<file path="src/rtl/mr_issue_ctl_if.sv">
`default_nettype none
// ============================================================================
//  Module   : mr_issue_ctl_if
//  Purpose  : Bundles the handshake and status signals between decode,
//             the issue controller, the ALU stage and writeback.
//  Modports : master - driven by the surrounding pipeline (decode/ALU/WB)
//             slave  - seen by mr_issue_ctl
//  Signals  : dec_*     decoded instruction and its ready handshake
//             alu_*     ALU stage input handshake, jmp_done resolve pulse
//             wb_*      writeback retirement of a register write
//             busy_out  per-register pending flag, sb_err sticky underflow,
//             stall_cnt stalled-cycle counter
//  Revision : 1.0 - initial release
// ============================================================================
interface mr_issue_ctl_if #(
    parameter int NREGS   = 32,
    parameter int RSEL    = 5,
    parameter int STALL_W = 32
);
    logic                dec_valid;
    logic                dec_ready;
    logic [RSEL-1:0]     dec_rs1;
    logic [RSEL-1:0]     dec_rs2;
    logic                dec_use_rs1;
    logic                dec_use_rs2;
    logic [RSEL-1:0]     dec_rd;
    logic                dec_is_br;
    logic                alu_valid;
    logic                alu_ready;
    logic                jmp_done;
    logic                wb_valid;
    logic [RSEL-1:0]     wb_reg;
    logic [NREGS-1:0]    busy_out;
    logic                sb_err;
    logic [STALL_W-1:0]  stall_cnt;

    modport master (
        output dec_valid, dec_rs1, dec_rs2, dec_use_rs1, dec_use_rs2,
               dec_rd, dec_is_br, alu_ready, jmp_done, wb_valid, wb_reg,
        input  dec_ready, alu_valid, busy_out, sb_err, stall_cnt
    );

    modport slave (
        input  dec_valid, dec_rs1, dec_rs2, dec_use_rs1, dec_use_rs2,
               dec_rd, dec_is_br, alu_ready, jmp_done, wb_valid, wb_reg,
        output dec_ready, alu_valid, busy_out, sb_err, stall_cnt
    );
endinterface
`default_nettype wire

</file>
<file path="src/rtl/mr_issue_ctl.sv">
`default_nettype none
// ============================================================================
//  Module   : mr_issue_ctl
//  Purpose  : Issue controller between decode and the ALU. A per-register
//             pending-write scoreboard blocks RAW hazards until writeback
//             retires the producer; branches/jumps serialise issue until the
//             ALU signals resolution. Counts stalled cycles and flags
//             scoreboard underflow.
//  Ports    : clk, rst (synchronous, active high)
//             bus  - mr_issue_ctl_if.slave (decode, ALU, writeback, status)
//  Revision : 1.0 - initial release
// ============================================================================
module mr_issue_ctl #(
    parameter int NREGS   = 32,
    parameter int RSEL    = 5,
    parameter int PCNT_W  = 2,
    parameter int STALL_W = 32
) (
    input  wire logic          clk,
    input  wire logic          rst,
    mr_issue_ctl_if.slave      bus
);

    typedef enum logic [0:0] {
        ST_RUN     = 1'b0,
        ST_BR_WAIT = 1'b1
    } state_t;

    localparam logic [PCNT_W-1:0] C_PEND_MAX = '1;

    state_t              state_q;
    logic [PCNT_W-1:0]   pend_q [NREGS];
    logic [PCNT_W-1:0]   pend_d [NREGS];
    logic                sb_err_q;
    logic [STALL_W-1:0]  stall_q;

    logic w_rs1_haz;
    logic w_rs2_haz;
    logic w_rd_haz;
    logic w_hazard;
    logic w_run;
    logic w_alu_valid;
    logic w_dec_ready;
    logic w_fire;
    logic w_stall;
    logic w_underflow;

    // Issue gating: source operands must have no pending write, and the
    // destination counter must have headroom so it can never wrap.
    always_comb begin
        w_rs1_haz   = bus.dec_use_rs1 && (bus.dec_rs1 != '0) && (pend_q[bus.dec_rs1] != '0);
        w_rs2_haz   = bus.dec_use_rs2 && (bus.dec_rs2 != '0) && (pend_q[bus.dec_rs2] != '0);
        w_rd_haz    = (bus.dec_rd != '0) && (pend_q[bus.dec_rd] == C_PEND_MAX);
        w_hazard    = w_rs1_haz || w_rs2_haz || w_rd_haz;
        w_run       = (state_q == ST_RUN);
        w_alu_valid = bus.dec_valid && !w_hazard && w_run;
        w_dec_ready = bus.alu_ready && !w_hazard && w_run;
        w_fire      = w_alu_valid && bus.alu_ready;
        w_stall     = bus.dec_valid && !w_dec_ready;
        w_underflow = bus.wb_valid && (bus.wb_reg != '0) && (pend_q[bus.wb_reg] == '0);
    end

    // Next pending counts. Register 0 is never tracked. A writeback on a
    // zero count is not applied (it is reported through sb_err instead).
    always_comb begin
        pend_d[0] = '0;
        for (int r = 1; r < NREGS; r++) begin
            pend_d[r] = pend_q[r];
            case ({w_fire && (bus.dec_rd == RSEL'(r)),
                   bus.wb_valid && (bus.wb_reg == RSEL'(r)) && (pend_q[r] != '0)})
                2'b10:   pend_d[r] = pend_q[r] + PCNT_W'(1);
                2'b01:   pend_d[r] = pend_q[r] - PCNT_W'(1);
                default: pend_d[r] = pend_q[r];
            endcase
        end
    end

    always_ff @(posedge clk) begin
        if (rst) begin
            state_q  <= ST_RUN;
            sb_err_q <= 1'b0;
            stall_q  <= '0;
            for (int r = 0; r < NREGS; r++) begin
                pend_q[r] <= '0;
            end
        end else begin
            for (int r = 0; r < NREGS; r++) begin
                pend_q[r] <= pend_d[r];
            end
            case (state_q)
                ST_RUN:     if (w_fire && bus.dec_is_br) state_q <= ST_BR_WAIT;
                ST_BR_WAIT: if (bus.jmp_done)            state_q <= ST_RUN;
                default:                                 state_q <= ST_RUN;
            endcase
            if (w_underflow) sb_err_q <= 1'b1;
            if (w_stall)     stall_q  <= stall_q + STALL_W'(1);
        end
    end

    assign bus.alu_valid = w_alu_valid;
    assign bus.dec_ready = w_dec_ready;
    assign bus.sb_err    = sb_err_q;
    assign bus.stall_cnt = stall_q;

    // Debug view derived purely from registered counts.
    for (genvar i = 0; i < NREGS; i++) begin : g_busy
        assign bus.busy_out[i] = (pend_q[i] != '0);
    end

endmodule
`default_nettype wire

</file>
<file path="src/flat_wrapper.sv">
// flat-port wrapper written by rule: the top's interface ports become plain ports
module mr_issue_ctl_flat 
#(
    parameter int NREGS   = 32,
    parameter int RSEL    = 5,
    parameter int PCNT_W  = 2,
    parameter int STALL_W = 32
)
  (clk, rst, bus_dec_valid, bus_dec_rs1, bus_dec_rs2, bus_dec_use_rs1, bus_dec_use_rs2, bus_dec_rd, bus_dec_is_br, bus_alu_ready, bus_jmp_done, bus_wb_valid, bus_wb_reg, bus_dec_ready, bus_alu_valid, bus_busy_out, bus_sb_err, bus_stall_cnt);
  mr_issue_ctl_if #(.NREGS(NREGS), .RSEL(RSEL), .STALL_W(STALL_W)) bus_i ();
  input  wire logic clk;
  input  wire logic rst;
  input wire logic [$bits(bus_i.dec_valid)-1:0] bus_dec_valid;
  input wire logic [$bits(bus_i.dec_rs1)-1:0] bus_dec_rs1;
  input wire logic [$bits(bus_i.dec_rs2)-1:0] bus_dec_rs2;
  input wire logic [$bits(bus_i.dec_use_rs1)-1:0] bus_dec_use_rs1;
  input wire logic [$bits(bus_i.dec_use_rs2)-1:0] bus_dec_use_rs2;
  input wire logic [$bits(bus_i.dec_rd)-1:0] bus_dec_rd;
  input wire logic [$bits(bus_i.dec_is_br)-1:0] bus_dec_is_br;
  input wire logic [$bits(bus_i.alu_ready)-1:0] bus_alu_ready;
  input wire logic [$bits(bus_i.jmp_done)-1:0] bus_jmp_done;
  input wire logic [$bits(bus_i.wb_valid)-1:0] bus_wb_valid;
  input wire logic [$bits(bus_i.wb_reg)-1:0] bus_wb_reg;
  output wire logic [$bits(bus_i.dec_ready)-1:0] bus_dec_ready;
  output wire logic [$bits(bus_i.alu_valid)-1:0] bus_alu_valid;
  output wire logic [$bits(bus_i.busy_out)-1:0] bus_busy_out;
  output wire logic [$bits(bus_i.sb_err)-1:0] bus_sb_err;
  output wire logic [$bits(bus_i.stall_cnt)-1:0] bus_stall_cnt;
  assign bus_i.dec_valid = bus_dec_valid;
  assign bus_i.dec_rs1 = bus_dec_rs1;
  assign bus_i.dec_rs2 = bus_dec_rs2;
  assign bus_i.dec_use_rs1 = bus_dec_use_rs1;
  assign bus_i.dec_use_rs2 = bus_dec_use_rs2;
  assign bus_i.dec_rd = bus_dec_rd;
  assign bus_i.dec_is_br = bus_dec_is_br;
  assign bus_i.alu_ready = bus_alu_ready;
  assign bus_i.jmp_done = bus_jmp_done;
  assign bus_i.wb_valid = bus_wb_valid;
  assign bus_i.wb_reg = bus_wb_reg;
  assign bus_dec_ready = bus_i.dec_ready;
  assign bus_alu_valid = bus_i.alu_valid;
  assign bus_busy_out = bus_i.busy_out;
  assign bus_sb_err = bus_i.sb_err;
  assign bus_stall_cnt = bus_i.stall_cnt;
  mr_issue_ctl #(.NREGS(NREGS), .RSEL(RSEL), .PCNT_W(PCNT_W), .STALL_W(STALL_W)) u_core (.clk(clk), .rst(rst), .bus(bus_i));
endmodule
</file>
<file path="config.mk">
export PLATFORM = sky130hd
export DESIGN_NAME = mr_issue_ctl_flat
export DESIGN_NICKNAME = d
export VERILOG_FILES = /design/src/rtl/mr_issue_ctl_if.sv /design/src/rtl/mr_issue_ctl.sv /design/src/flat_wrapper.sv
export SDC_FILE = /design/constraint.sdc
export NUM_CORES = 1
export LEC_CHECK = 0
export BUFFER_PORTS_ARGS = -buffer_cell sky130_fd_sc_hd__buf_2
export CAP_MARGIN = 20
export CORE_ASPECT_RATIO = 1.25
export CORE_MARGIN = 5
export CORE_UTILIZATION = 45
export CTS_CLUSTER_DIAMETER = 30
export DETAILED_ROUTE_END_ITERATION = 10
export PLACE_DENSITY = 0.77
export SLEW_MARGIN = 10
export SYNTH_ARGS = -nofsm -noshare
export SYNTH_HDL_FRONTEND = slang
export SYNTH_SLANG_ARGS = --single-unit
</file>
<file path="constraint.sdc">
create_clock -name clk -period 4.8 [get_ports clk]
set_input_delay 0.96 -clock clk [delete_from_list [all_inputs] [get_ports clk]]
set_output_delay 0.96 -clock clk [all_outputs]
set_load 0.005 [all_outputs]
</file>
==> results by group, run 1 <==
STA
  – Worst rel slew slack: 29.5%
  – Final Hold Violating Endpoints: 0
  – Post-route minimum period: 4.48 ns
  – Maximum clock rate: 223 MHz
  – Final setup vio count: 0
  – Crit share post-route: 93.3%
  – Fin Setup TNS: 0 ns
  – Clock skew: 0.0127 ns
  – Unrepaired setup endpoints after global routing: false
  – Tightest Pin Transition: 1.06 ns
  – Slew Limit Fails: 0

Worst setup path
  – FF-to-FF path depth: 11
  – Highest fanout seen on the critical path: 27
  – Sum of buffers and inverters on the critical path: 3
  – Reg-to-Reg Start: u_core.pend_q[31][0]
  – Largest delay contributor family on the critical path: simple AND/OR/NAND/NOR gates
  – Capturing point of the worst reg2reg path: u_core.pend_q[19][1]
  – Arrival time of the worst setup path: 3.52 ns
  – Required arrival time at the worst endpoint: 3.84 ns
  – Ordered cell list for the critical path: clkbuf_4, mux4_2, mux2i_1, mux2_2, a21oi_1, or4_1, nor4b_4, buf_12, buf_2
  – Sort of element at the end of the critical path: output pin
  – Master of the slowest instance on the critical path: sky130_fd_sc_hd__or4_1
  – Worst setup endpoint: bus_alu_valid
  – Peak per-stage delay on the critical path: 0.61 ns
  – Number of cells on the critical path: 9
  – Critical Path Source Type: input pin
  – Worst Setup Path Type: input pin to output pin
  – Slack of the worst reg-to-reg path: 1.00 ns
  – Worst setup path start: bus_dec_rd[0]

Floorplan
  – Top-level port count: 96
  – Die Area: 17,400 um2
  – Row count: 49
  – Overall die width: 119 um
  – Initial standard-cell utilization of the core: 46.1%
  – Core footprint: 14,500 um2
  – Die height: 146 um

Logic synthesis
  – Compound-Gate Fraction of Synth Area: 14.2%
  – Number of synthesized flops with an enable pin: 0
  – Post-Synth Simple-Gate Area: 23.9%
  – Warning count from the yosys run: 0
  – Adder-cell share of the synthesized area: 6.00%
  – Distinct cell type count of the synthesized netlist: 60
  – Gate count after technology mapping: 797
  – Post-Synth XOR/XNOR Area: 8.41%
  – Post-synthesis instance area: 6670 um2
  – #FFs+latches synth: 96
  – Prevailing post-synth register cell: sky130_fd_sc_hd__dfxtp_1
  – Post-synthesis sequential area ratio: 28.8%
  – Largest family of logic cells by synthesized area: simple AND/OR/NAND/NOR gates
  – Mapped Nets: 858
  – Mux contribution to synthesized area: 12.9%
  – Average footprint of a synthesized cell: 8.37 um2
  – Async set or reset register ratio after synthesis: 0%

CTS
  – Number of hold buffers added after cts: 0
  – Post-cts sizing count: 0
  – Maximum buffer depth of the clock tree: 2
  – Root Buffer: sky130_fd_sc_hd__clkbuf_16
  – Insertion delay to the later sink of the worst-skew pair: 0.36 ns
  – Setup repair bufs after CTS: 0
  – Total clock buffers created by CTS: 9
  – H-tree lvl count: 3
  – CTS tree: yes
  – Clock sink total: 96
  – Clock transition at the registers of the reported paths: 0.07 ns

Pwr
  – Worst supply voltage drop on vdd: 0.140 mV
  – Power per unit of standard cell area: 227 nW/um2
  – Standby leakage power: 2.90 nW

Global route
  – Met2 track demand over resource: 36.5%
  – Global routing met1 resource utilization: 27.4%
  – Largest net degree at the start of global routing: 99
  – Initial antenna violation count: 1
  – Met3 layer usage reported by global route: 4.18%
  – Global-route wire length before repair: 31,700 um
  – Peak-usage layer in the global routing report: met2
  – Leftover overflow at the end of global routing: 0
  – Vias in the first global route: 6,226
  – Overall Global Routing Usage: 22.5%

Final layout
  – Filler cell count in the final layout: 1,377
  – Final net count: 935
  – Area added between synthesis and finish: 13.6%
  – Multi-input logic area: 4370 um2
  – Final standard cell count with taps included and fillers excluded: 1,057
  – FF/Latch Area: 1920 um2
  – Share of final-layout standard cells stronger than drive strength 1: 19.5%

Placement
  – Detailed Place HPWL: 14,600 um
  – Cells after DPL: 1,041
  – Number of input and output port buffers inserted: 94
  – Final weighted congestion of routability-driven global placement: 1.02

Route
  – Via/cell ratio: 6.13
  – Number of remaining DRC errors: 0
  – Pre-antenna DRT Iters: 5
  – Routed length per instance: 18.4 um
  – Drt first-iter violations: 640
  – Total length of routed wires: 19,500 um
  – Count of nets left with antenna violations after detail routing: 0
  – Count of vias placed by the detailed router: 6,476

Run status
  – Run status: finished, final reports clean

Job
  – Max Cap Violations: 0

Min path
  – Kind of path behind the tightest hold check: register to register
## placed cells by master, fill, tap and decap left out, drive strengths merged, types with 6 or more instances in the layout
cell	Yosys	final
nor2b	10	10
a21oi	70	70
or3	50	50
mux2i	12	12
dfxtp	96	96
buf	22	109
nand2b	6	6
and3	6	6
nand3	40	40
inv	45	46
o21ai	50	50
nand4	9	9
xor2	32	32
nand2	33	33
nor2	85	85
o31ai	9	9
or4	10	10
nor3	41	41
ha	32	32
mux4	30	30
xnor2	32	32
mux2	6	6
clkbuf	22	11
## how the worst min path moves through the flow
stage | start | to | slack, ns | cells past startpoint
after CTS | u_core.bus.sb_err | u_core.bus.sb_err | 0.48 | 2
final | u_core.bus.sb_err | u_core.bus.sb_err | 0.48 | 2
after global placement | u_core.bus.sb_err | u_core.bus.sb_err | 0.45 | 2
after detailed placement | u_core.bus.sb_err | u_core.bus.sb_err | 0.46 | 2
after global routing | u_core.bus.stall_cnt[31] | u_core.bus.stall_cnt[31] | 0.50 | 2
after floorplan | u_core.state_q | u_core.state_q | 0.46 | 2
## state kept, by name, summed over array words and instances (netlist names)
signal                count
u_core.state_q            1
u_core.bus.sb_err         1
u_core.pend_q            62
u_core.bus.stall_cnt     32
## cell families after synthesis
logic type / Yosys count
AND/OR/NAND/NOR: 308
AO/OA/AOI/OAI: 159
flip-flops: 96
buffers and inverters: 89
XOR/XNOR: 64
multiplexers: 48
adder cells (fa/ha/maj): 32
other: 1
## layer usage
layer / part of all wire (%) / vias to the layer above
met5: 0 / -
met2: 47 / 338
met1: 39 / 3024
met4: 5.5 / 0
met3: 8.6 / 79
li1: - / 3035
## report_power, final
group | total (mW) | switching [mW] | internal, mW
Sequential | 0.807 | 0.00586 | 0.801
Clock | 0.727 | 0.324 | 0.402
Combinational | 0.190 | 0.124 | 0.0660
## cells in the mapped netlist (all sizes together) (3+ instances only)
cell / number / area (um2)
nand2b: 6 / 37.5
and4: 3 / 26.3
xor2: 32 / 280
o21ai: 50 / 250
dfxtp: 96 / 1920
nor2b: 10 / 62.6
xnor2: 32 / 280
and2: 4 / 25.0
and3: 6 / 37.5
mux2i: 12 / 120
ha: 32 / 400
a31oi: 3 / 18.8
o22ai: 3 / 18.8
a21oi: 70 / 350
a22oi: 4 / 30.0
mux2: 6 / 67.6
nor3: 41 / 205
or3: 50 / 313
nand2: 33 / 124
inv: 45 / 169
clkbuf: 22 / 82.6
nand3: 40 / 200
mux4: 30 / 676
a2111oi: 3 / 45.1
or4: 10 / 78.8
nor2: 85 / 319
buf: 22 / 126
or2: 4 / 25.0
o31ai: 9 / 72.6
nand4: 9 / 56.3
## final cells by class
cell class                      count  area share, %
Antenna cell                        1         0.0330
Clock buffer                       10           3.02
Clock inverter                      5          0.760
Inverter                           45           2.23
Multi-Input combinational cell    612           57.7
Sequential cell                    96           25.4
Tap cell                          178           2.94
Timing Repair Buffer              110           7.99
## worst min-delay path, delay by kind of cell, from the launching register on
family           cells  cell delay, ns
flip-flops           1            0.33
AO/OA/AOI/OAI        1            0.04
AND/OR/NAND/NOR      1            0.07
## stage by stage
stage	hold WS (ns)	util (%)	instance area [um2]	power [mW]	setup slack, ns
detailed placement	0.461	50.4	7290	1.01	0.0619
global placement	0.448	50.4	7290	1.01	0.180
floorplan	0.458	-	6670	0.946	0.497
finish	0.477	52.4	7580	1.72	0.321
global route	0.502	52.4	7580	1.78	0.158
CTS	0.478	52.3	7570	1.74	0.178
No activity file was read; power rests on OpenSTA's default activity.
==> run 2: changes to the inputs <==
GPL_TIMING_DRIVEN = 0   (was not set)
==> run 2 against run 1 <==
Against the previous run: clock power rose by 2%; final cell count rose by 1.9%; critical path depth rose by 1; sequential share of layout area fell by 0.20 points; combinational power rose by 8%; hold slack improved by 0.0016 ns; critical endpoint unchanged; largest cell class unchanged; highest routed layer unchanged.
==> results by group, run 2 (same netlist as run 1, synthesis figures left out) <==
CTS
  – CTS tree: yes
  – H-tree lvl count: 3 (unchanged)
  – Insertion delay to the later sink of the worst-skew pair: 0.36 ns (about the same)
  – Clock transition at the registers of the reported paths: 0.07 ns (about the same)
  – Total clock buffers created by CTS: 9 (unchanged)
  – Clock sink total: 96 (unchanged)
  – Root Buffer: sky130_fd_sc_hd__clkbuf_16
  – Maximum buffer depth of the clock tree: 2 (unchanged)

STA
  – Hold Worst Slack: 0.479 ns (+0.00157 ns)
  – Crit share post-route: 98.0% (+4.7 points)
  – Maximum clock rate: 213 MHz (-4.8%)
  – Post-route minimum period: 4.70 ns (+0.225 ns)
  – Post-layout worst setup margin: 0.0959 ns (-0.225 ns)
  – Clock skew: 0.0117 ns (-0.00106 ns)
  – Final Hold Violating Endpoints: 0 (unchanged)
  – Slew Limit Fails: 0 (unchanged)
  – Tightest Pin Transition: 0.743 ns (-0.315 ns)
  – Worst rel slew slack: 49.8% (+20 points)
  – Final setup vio count: 0 (unchanged)

Min path
  – Kind of path behind the tightest hold check: register to register
  – Startpoint of the most critical hold path: u_core.bus.sb_err

Global route
  – Overall Global Routing Usage: 24.2% (+1.8 points)
  – Global-route wire length before repair: 34,100 um (+7.4%)
  – Vias in the first global route: 6,485 (+4.2%)
  – Largest net degree at the start of global routing: 16 (-84%)
  – Initial antenna violation count: 1 (unchanged)
  – Leftover overflow at the end of global routing: 0 (unchanged)

Floorplan
  – Top-level port count: 96 (unchanged)
  – Overall die width: 119 um (unchanged)
  – Core footprint: 14,500 um2 (unchanged)
  – Die Area: 17,400 um2 (unchanged)
  – Die height: 146 um (unchanged)
  – Row count: 49 (unchanged)
  – Initial standard-cell utilization of the core: 46.1% (unchanged)

Final layout
  – Final Instance Area: 7640 um2 (+0.81%)
  – Area added between synthesis and finish: 14.5%
  – Final net count: 955 (+2.1%)
  – Most frequent standard cell in the layout excluding fill and tap cells: sky130_fd_sc_hd__dfxtp_1
  – Filler cell count in the final layout: 1,350 (-2.0%)
  – Register ranked first by flip-flop count: u_core.pend_q
  – Share of final-layout standard cells stronger than drive strength 1: 18.8% (-0.66 points)
  – Flip-flop count of the largest register after layout: 62 (unchanged)
  – Final core occ: 52.8% (+0.42 points)
  – Most frequent cells in the layout: sky130_fd_sc_hd__dfxtp_1 (96), sky130_fd_sc_hd__buf_2 (95), sky130_fd_sc_hd__nor2_1 (84)

Route
  – Pre-antenna DRT Iters: 5 (unchanged)
  – Drt first-iter violations: 810 (+27%)
  – Count of nets left with antenna violations after detail routing: 0 (unchanged)
  – Number of remaining DRC errors: 0 (unchanged)
  – Via/cell ratio: 6.18 (+0.83%)
  – Routed length per instance: 19.5 um (+5.8%)
  – Total length of routed wires: 21,000 um (+7.8%)
  – Count of vias placed by the detailed router: 6,653 (+2.7%)

Worst setup path
  – Slack of the worst reg-to-reg path: 0.74 ns (-0.26 ns)
  – Ordered cell list for the critical path: buf_2, buf_2, buf_2, mux4_2, o211ai_1, a21oi_1, or4_1, nor4b_4, clkbuf_4, buf_2
  – Most common cell type on the critical path: sky130_fd_sc_hd__buf_2
  – Sum of buffers and inverters on the critical path: 5 (+2)
  – Peak per-stage delay on the critical path: 0.56 ns (-0.05 ns)
  – Arrival time of the worst setup path: 3.74 ns (+0.22 ns)
  – Highest fanout seen on the critical path: 10 (-63%)
  – Largest delay contributor family on the critical path: buffers and inverters
  – Required arrival time at the worst endpoint: 3.84 ns (about the same)
  – Critical Path Source Type: input pin
  – Reg-to-Reg Start: u_core.pend_q[27][0]
  – Worst Setup Path Type: input pin to output pin
  – Sort of element at the end of the critical path: output pin
  – Worst setup path start: bus_dec_rd[1]
  – Master of the slowest instance on the critical path: sky130_fd_sc_hd__or4_1

Pwr
  – Switching Fraction: 26.8% (+0.49 points)
  – Psw: 0.471 mW (+3.7%)
  – Pint: 1.28 mW (+1.1%)
  – Worst supply voltage drop on vdd: 0.130 mV (-7.2%)
  – Share of total power in sequential cells: 46.0% (-0.8 points)
  – Clock Power Share: 42.4% (+0.2 points)
  – Standby leakage power: 2.91 nW (+0.33%)
  – Combinational group share of total power: 11.7% (+0.7 points)
  – Power per unit of standard cell area: 230 nW/um2 (+0.98%)

Job
  – Max Cap Violations: 0 (unchanged)

Placement
  – Detailed Place HPWL: 15,800 um (+8.3%)
  – Number of input and output port buffers inserted: 85 (-9.6%)
  – Post-DP Area: 7320 um2 (+0.43%)
  – Setup Slack @ Placement: -0.625 ns (-0.686 ns)
  – Final weighted congestion of routability-driven global placement: 0.938 (-8.3%)

Run status
  – Run status: finished, final reports clean
run 2: changes by cell type in the layout (fill, tap and decap cells not counted), sizes merged:
cell / delta
clkinvlp: +1
clkinv: -1
clkbuf: +22
buf: -2
run 2: worst paths after layout:
check                              end  cells after the start
hold reg to reg      u_core.bus.sb_err                      2
hold / removal       u_core.bus.sb_err                      2
setup reg to reg  u_core.pend_q[19][1]                     13
setup / recovery         bus_alu_valid                     10
run 2: layer usage:
layer,vias up,routed length [um],track usage (%)
met5,-,0,0
met3,84,2050,6.31
li1,3076,-,-
met4,0,1100,12.3
met1,3104,8210,30.0
met2,389,9670,38.9
run 2: through the flow:
| stage | TNS (ns) | instances | power, mW |
|---|---|---|---|
| after floorplan | 0 | 797 | 0.946 |
| after global placement | -20.19 | 1060 | 1.02 |
| after detailed placement | -23.50 | 1060 | 1.02 |
| after CTS | 0 | 1076 | 1.75 |
| after global routing | -0.000741 | 1077 | 1.82 |
| final | 0 | 1077 | 1.75 |
run 2: repair_timing:
| item | in CTS | in global routing |
|---|---|---|
| resized for setup | 3 | 6 |
| hold buffers | 0 | 0 |
| setup endpoints to repair | 29 | 3 |
| pin swaps | 1 | 0 |
| setup buffers | 1 | 0 |
run 2: tightest hold or removal path: cells and delay by family, from the launching register on:
family	cells	cell delay, ns
AND/OR/NAND/NOR	1	0.07
AO/OA/AOI/OAI	1	0.04
flip-flops	1	0.33
run 2: power groups by stage:
stage,clock network (mW),logic (mW),registers [mW]
floorplan,0,0.122,0.824
global placement,0,0.195,0.825
detailed placement,0,0.196,0.825
CTS,0.749,0.199,0.806
global route,0.797,0.217,0.807
finish,0.743,0.205,0.806
run 2: cell type report:
class                      count  area, um2  area share (%)
tap                          178        223            2.92
timing repair buffer          86        433            5.67
antenna                        1       2.50          0.0328
inverter                      45        169            2.21
clock inverter                 5       56.3           0.737
buffer                        44        218            2.85
multi-input combinational    612       4380            57.3
sequential                    96       1920            25.2
clock buffer                  10        239            3.13
==> run 3: changes to the inputs <==
SLEW_MARGIN = 20   (was 10)
clock period = 5.12 ns   (was 4.8 ns; I/O delays follow)
==> run 3 against run 2 <==
Against the previous run: hold slack gained 0.0013 ns; cell area shrank 0.15%; critical path depth is 1 higher; final cell count unchanged; clock skew barely moved; total power down 6.3%; sequential power fell by 6.2%; combinational power is 7% lower; first-iteration DRC count rose by 2.6%.
==> results by group, run 3 (same netlist as run 1, synthesis figures left out) <==
Floorplan
  – Die Area: 17,400 um2 (unchanged)
  – Initial standard-cell utilization of the core: 46.1% (unchanged)
  – Die height: 146 um (unchanged)
  – Top-level port count: 96 (unchanged)
  – Core footprint: 14,500 um2 (unchanged)
  – Overall die width: 119 um (unchanged)
  – Row count: 49 (unchanged)

Global route
  – Global-route wire length before repair: 34,100 um (about the same)
  – Overall Global Routing Usage: 24.2% (about the same)
  – Initial antenna violation count: 1 (unchanged)
  – Vias in the first global route: 6,482 (-0.046%)
  – Leftover overflow at the end of global routing: 0 (unchanged)
  – Largest net degree at the start of global routing: 16 (unchanged)

Final layout
  – Final net count: 955 (unchanged)
  – Share of final-layout standard cells stronger than drive strength 1: 18.7% (-0.11 points)
  – Final standard cell count with taps included and fillers excluded: 1,077 (unchanged)
  – Area added between synthesis and finish: 14.4%
  – Register ranked first by flip-flop count: u_core.pend_q
  – Flip-flop count of the largest register after layout: 62 (unchanged)
  – Filler cell count in the final layout: 1,354 (+0.30%)
  – Final Instance Area: 7630 um2 (-0.15%)
  – Final core occ: 52.7% (-0.078 points)
  – Most frequent cells in the layout: sky130_fd_sc_hd__buf_2 (96), sky130_fd_sc_hd__dfxtp_1 (96), sky130_fd_sc_hd__nor2_1 (84)

Min path
  – Kind of path behind the tightest hold check: register to register
  – Startpoint of the most critical hold path: u_core.bus.sb_err
  – Cells on Worst Hold Path: 2 (unchanged)
  – Hold worst-path end: u_core.bus.sb_err

CTS
  – Root Buffer: sky130_fd_sc_hd__clkbuf_16
  – Maximum buffer depth of the clock tree: 2 (unchanged)
  – CTS tree: yes
  – Clock transition at the registers of the reported paths: 0.07 ns (about the same)
  – Total clock buffers created by CTS: 9 (unchanged)
  – H-tree lvl count: 3 (unchanged)
  – Insertion delay to the later sink of the worst-skew pair: 0.36 ns (about the same)
  – Clock sink total: 96 (unchanged)

Worst setup path
  – Required arrival time at the worst endpoint: 4.10 ns (+0.26 ns)
  – Highest fanout seen on the critical path: 10 (unchanged)
  – Critical Path Source Type: input pin
  – Reg-to-Reg Start: u_core.pend_q[27][0]
  – Capturing point of the worst reg2reg path: u_core.pend_q[19][1]
  – Arrival time of the worst setup path: 3.96 ns (+0.22 ns)
  – Slack of the worst reg-to-reg path: 1.05 ns (+0.31 ns)
  – Worst Setup Path Type: input pin to output pin
  – FF-to-FF path depth: 13 (unchanged)
  – Sort of element at the end of the critical path: output pin

Placement
  – Post-DP Area: 7320 um2 (unchanged)
  – Cells after DPL: 1,060 (unchanged)
  – Final weighted congestion of routability-driven global placement: 0.938 (unchanged)
  – Number of input and output port buffers inserted: 85 (unchanged)
  – Detailed Place HPWL: 15,800 um (unchanged)

STA
  – Post-route minimum period: 4.98 ns
  – Final setup vio count: 0 (unchanged)
  – Worst rel slew slack: 51.1% (+1.3 points)
  – Slew Limit Fails: 0 (unchanged)
  – Crit share post-route: 97.3%
  – Tightest Pin Transition: 0.724 ns (-0.0197 ns)
  – Maximum clock rate: 201 MHz
  – Unrepaired setup endpoints after global routing: false
  – Clock skew: 0.0119 ns (+0.000198 ns)
  – Hold Worst Slack: 0.480 ns (+0.00130 ns)
  – Final Hold Violating Endpoints: 0 (unchanged)

Route
  – Count of nets left with antenna violations after detail routing: 0 (unchanged)
  – Drt first-iter violations: 831 (+2.6%)
  – Count of vias placed by the detailed router: 6,609 (-0.66%)
  – Routed length per instance: 19.5 um (about the same)
  – Pre-antenna DRT Iters: 5 (unchanged)
  – Via/cell ratio: 6.14 (-0.66%)
  – Number of remaining DRC errors: 0 (unchanged)
  – Total length of routed wires: 21,000 um (about the same)

Run status
  – Run status: finished, final reports clean

Pwr
  – Standby leakage power: 2.91 nW (-0.13%)
  – Worst supply voltage drop on vdd: 0.121 mV (-6.6%)
  – Power per unit of standard cell area: 215 nW/um2 (-6.2%)
  – Overall power: 1.64 mW (-6.3%)

Job
  – Max Cap Violations: 0 (unchanged)
-- run 3: cell types whose count changed in the layout (fill, tap and decap cells not counted) --
cell                       before  now
sky130_fd_sc_hd__clkbuf_4       2    0
sky130_fd_sc_hd__clkbuf_1      19   20
sky130_fd_sc_hd__nor2_4         1    0
sky130_fd_sc_hd__buf_2         95   96
sky130_fd_sc_hd__nor2_2         0    1
-- run 3: metrics by stage --
stage	TNS, ns	setup WS, ns
CTS	0	0.0946
finish	0	0.139
floorplan	0	0.691
detailed placement	-9.03	-0.433
global route	0	0.0486
global placement	-6.31	-0.385
-- run 3: timing repair --
item	CTS	global route
resized for setup	1	4
endpoints found under the setup margin	1	1
pin swaps	1	0
hold buffers	0	0
setup buffers	1	0
-- run 3: worst max-delay path: stages --
cell and delay, ns:
sky130_fd_sc_hd__buf_2 0.11, sky130_fd_sc_hd__buf_2 0.23, sky130_fd_sc_hd__clkbuf_2 0.27, sky130_fd_sc_hd__nor2_2 0.49, sky130_fd_sc_hd__a211oi_1 0.16, sky130_fd_sc_hd__o211ai_1 0.11
sky130_fd_sc_hd__a21oi_1 0.11, sky130_fd_sc_hd__or4_1 0.56, sky130_fd_sc_hd__nor4b_4 0.36, sky130_fd_sc_hd__buf_2 0.35, sky130_fd_sc_hd__buf_2 0.18
-- run 3: worst max path at each step --
stage / endpoint / cells after the start / from
after floorplan: bus_alu_valid / 8 / bus_dec_rd[2]
after global placement: bus_alu_valid / 11 / bus_dec_rd[1]
after detailed placement: bus_alu_valid / 11 / bus_dec_rd[1]
after CTS: bus_alu_valid / 10 / bus_dec_rd[1]
after global routing: bus_alu_valid / 11 / bus_dec_rd[1]
final: bus_alu_valid / 11 / bus_dec_rd[1]
-- run 3: cell type report --
type                            count  area, um2  area share (%)
Antenna cell                        1       2.50          0.0328
Buffer                             44        211            2.77
Clock buffer                       10        239            3.13
Clock inverter                      5       56.3           0.738
Inverter                           45        169            2.21
Multi-Input combinational cell    612       4370            57.3
Sequential cell                    96       1920            25.2
Tap cell                          178        223            2.92
Timing Repair Buffer               86        433            5.68
-- run 3: metal layers --
metal	track usage (%)	routed length, um	vias up
met5	0	0	-
met2	38.8	9680	377
met3	6.31	1990	83
met4	12.3	1070	0
met1	30.0	8280	3074
li1	-	-	3075
-- run 3: where the power goes --
part           switching (mW)  internal [mW]  total (mW)
clock network           0.307          0.390       0.697
registers             0.00533          0.751       0.756
logic                   0.129         0.0619       0.191
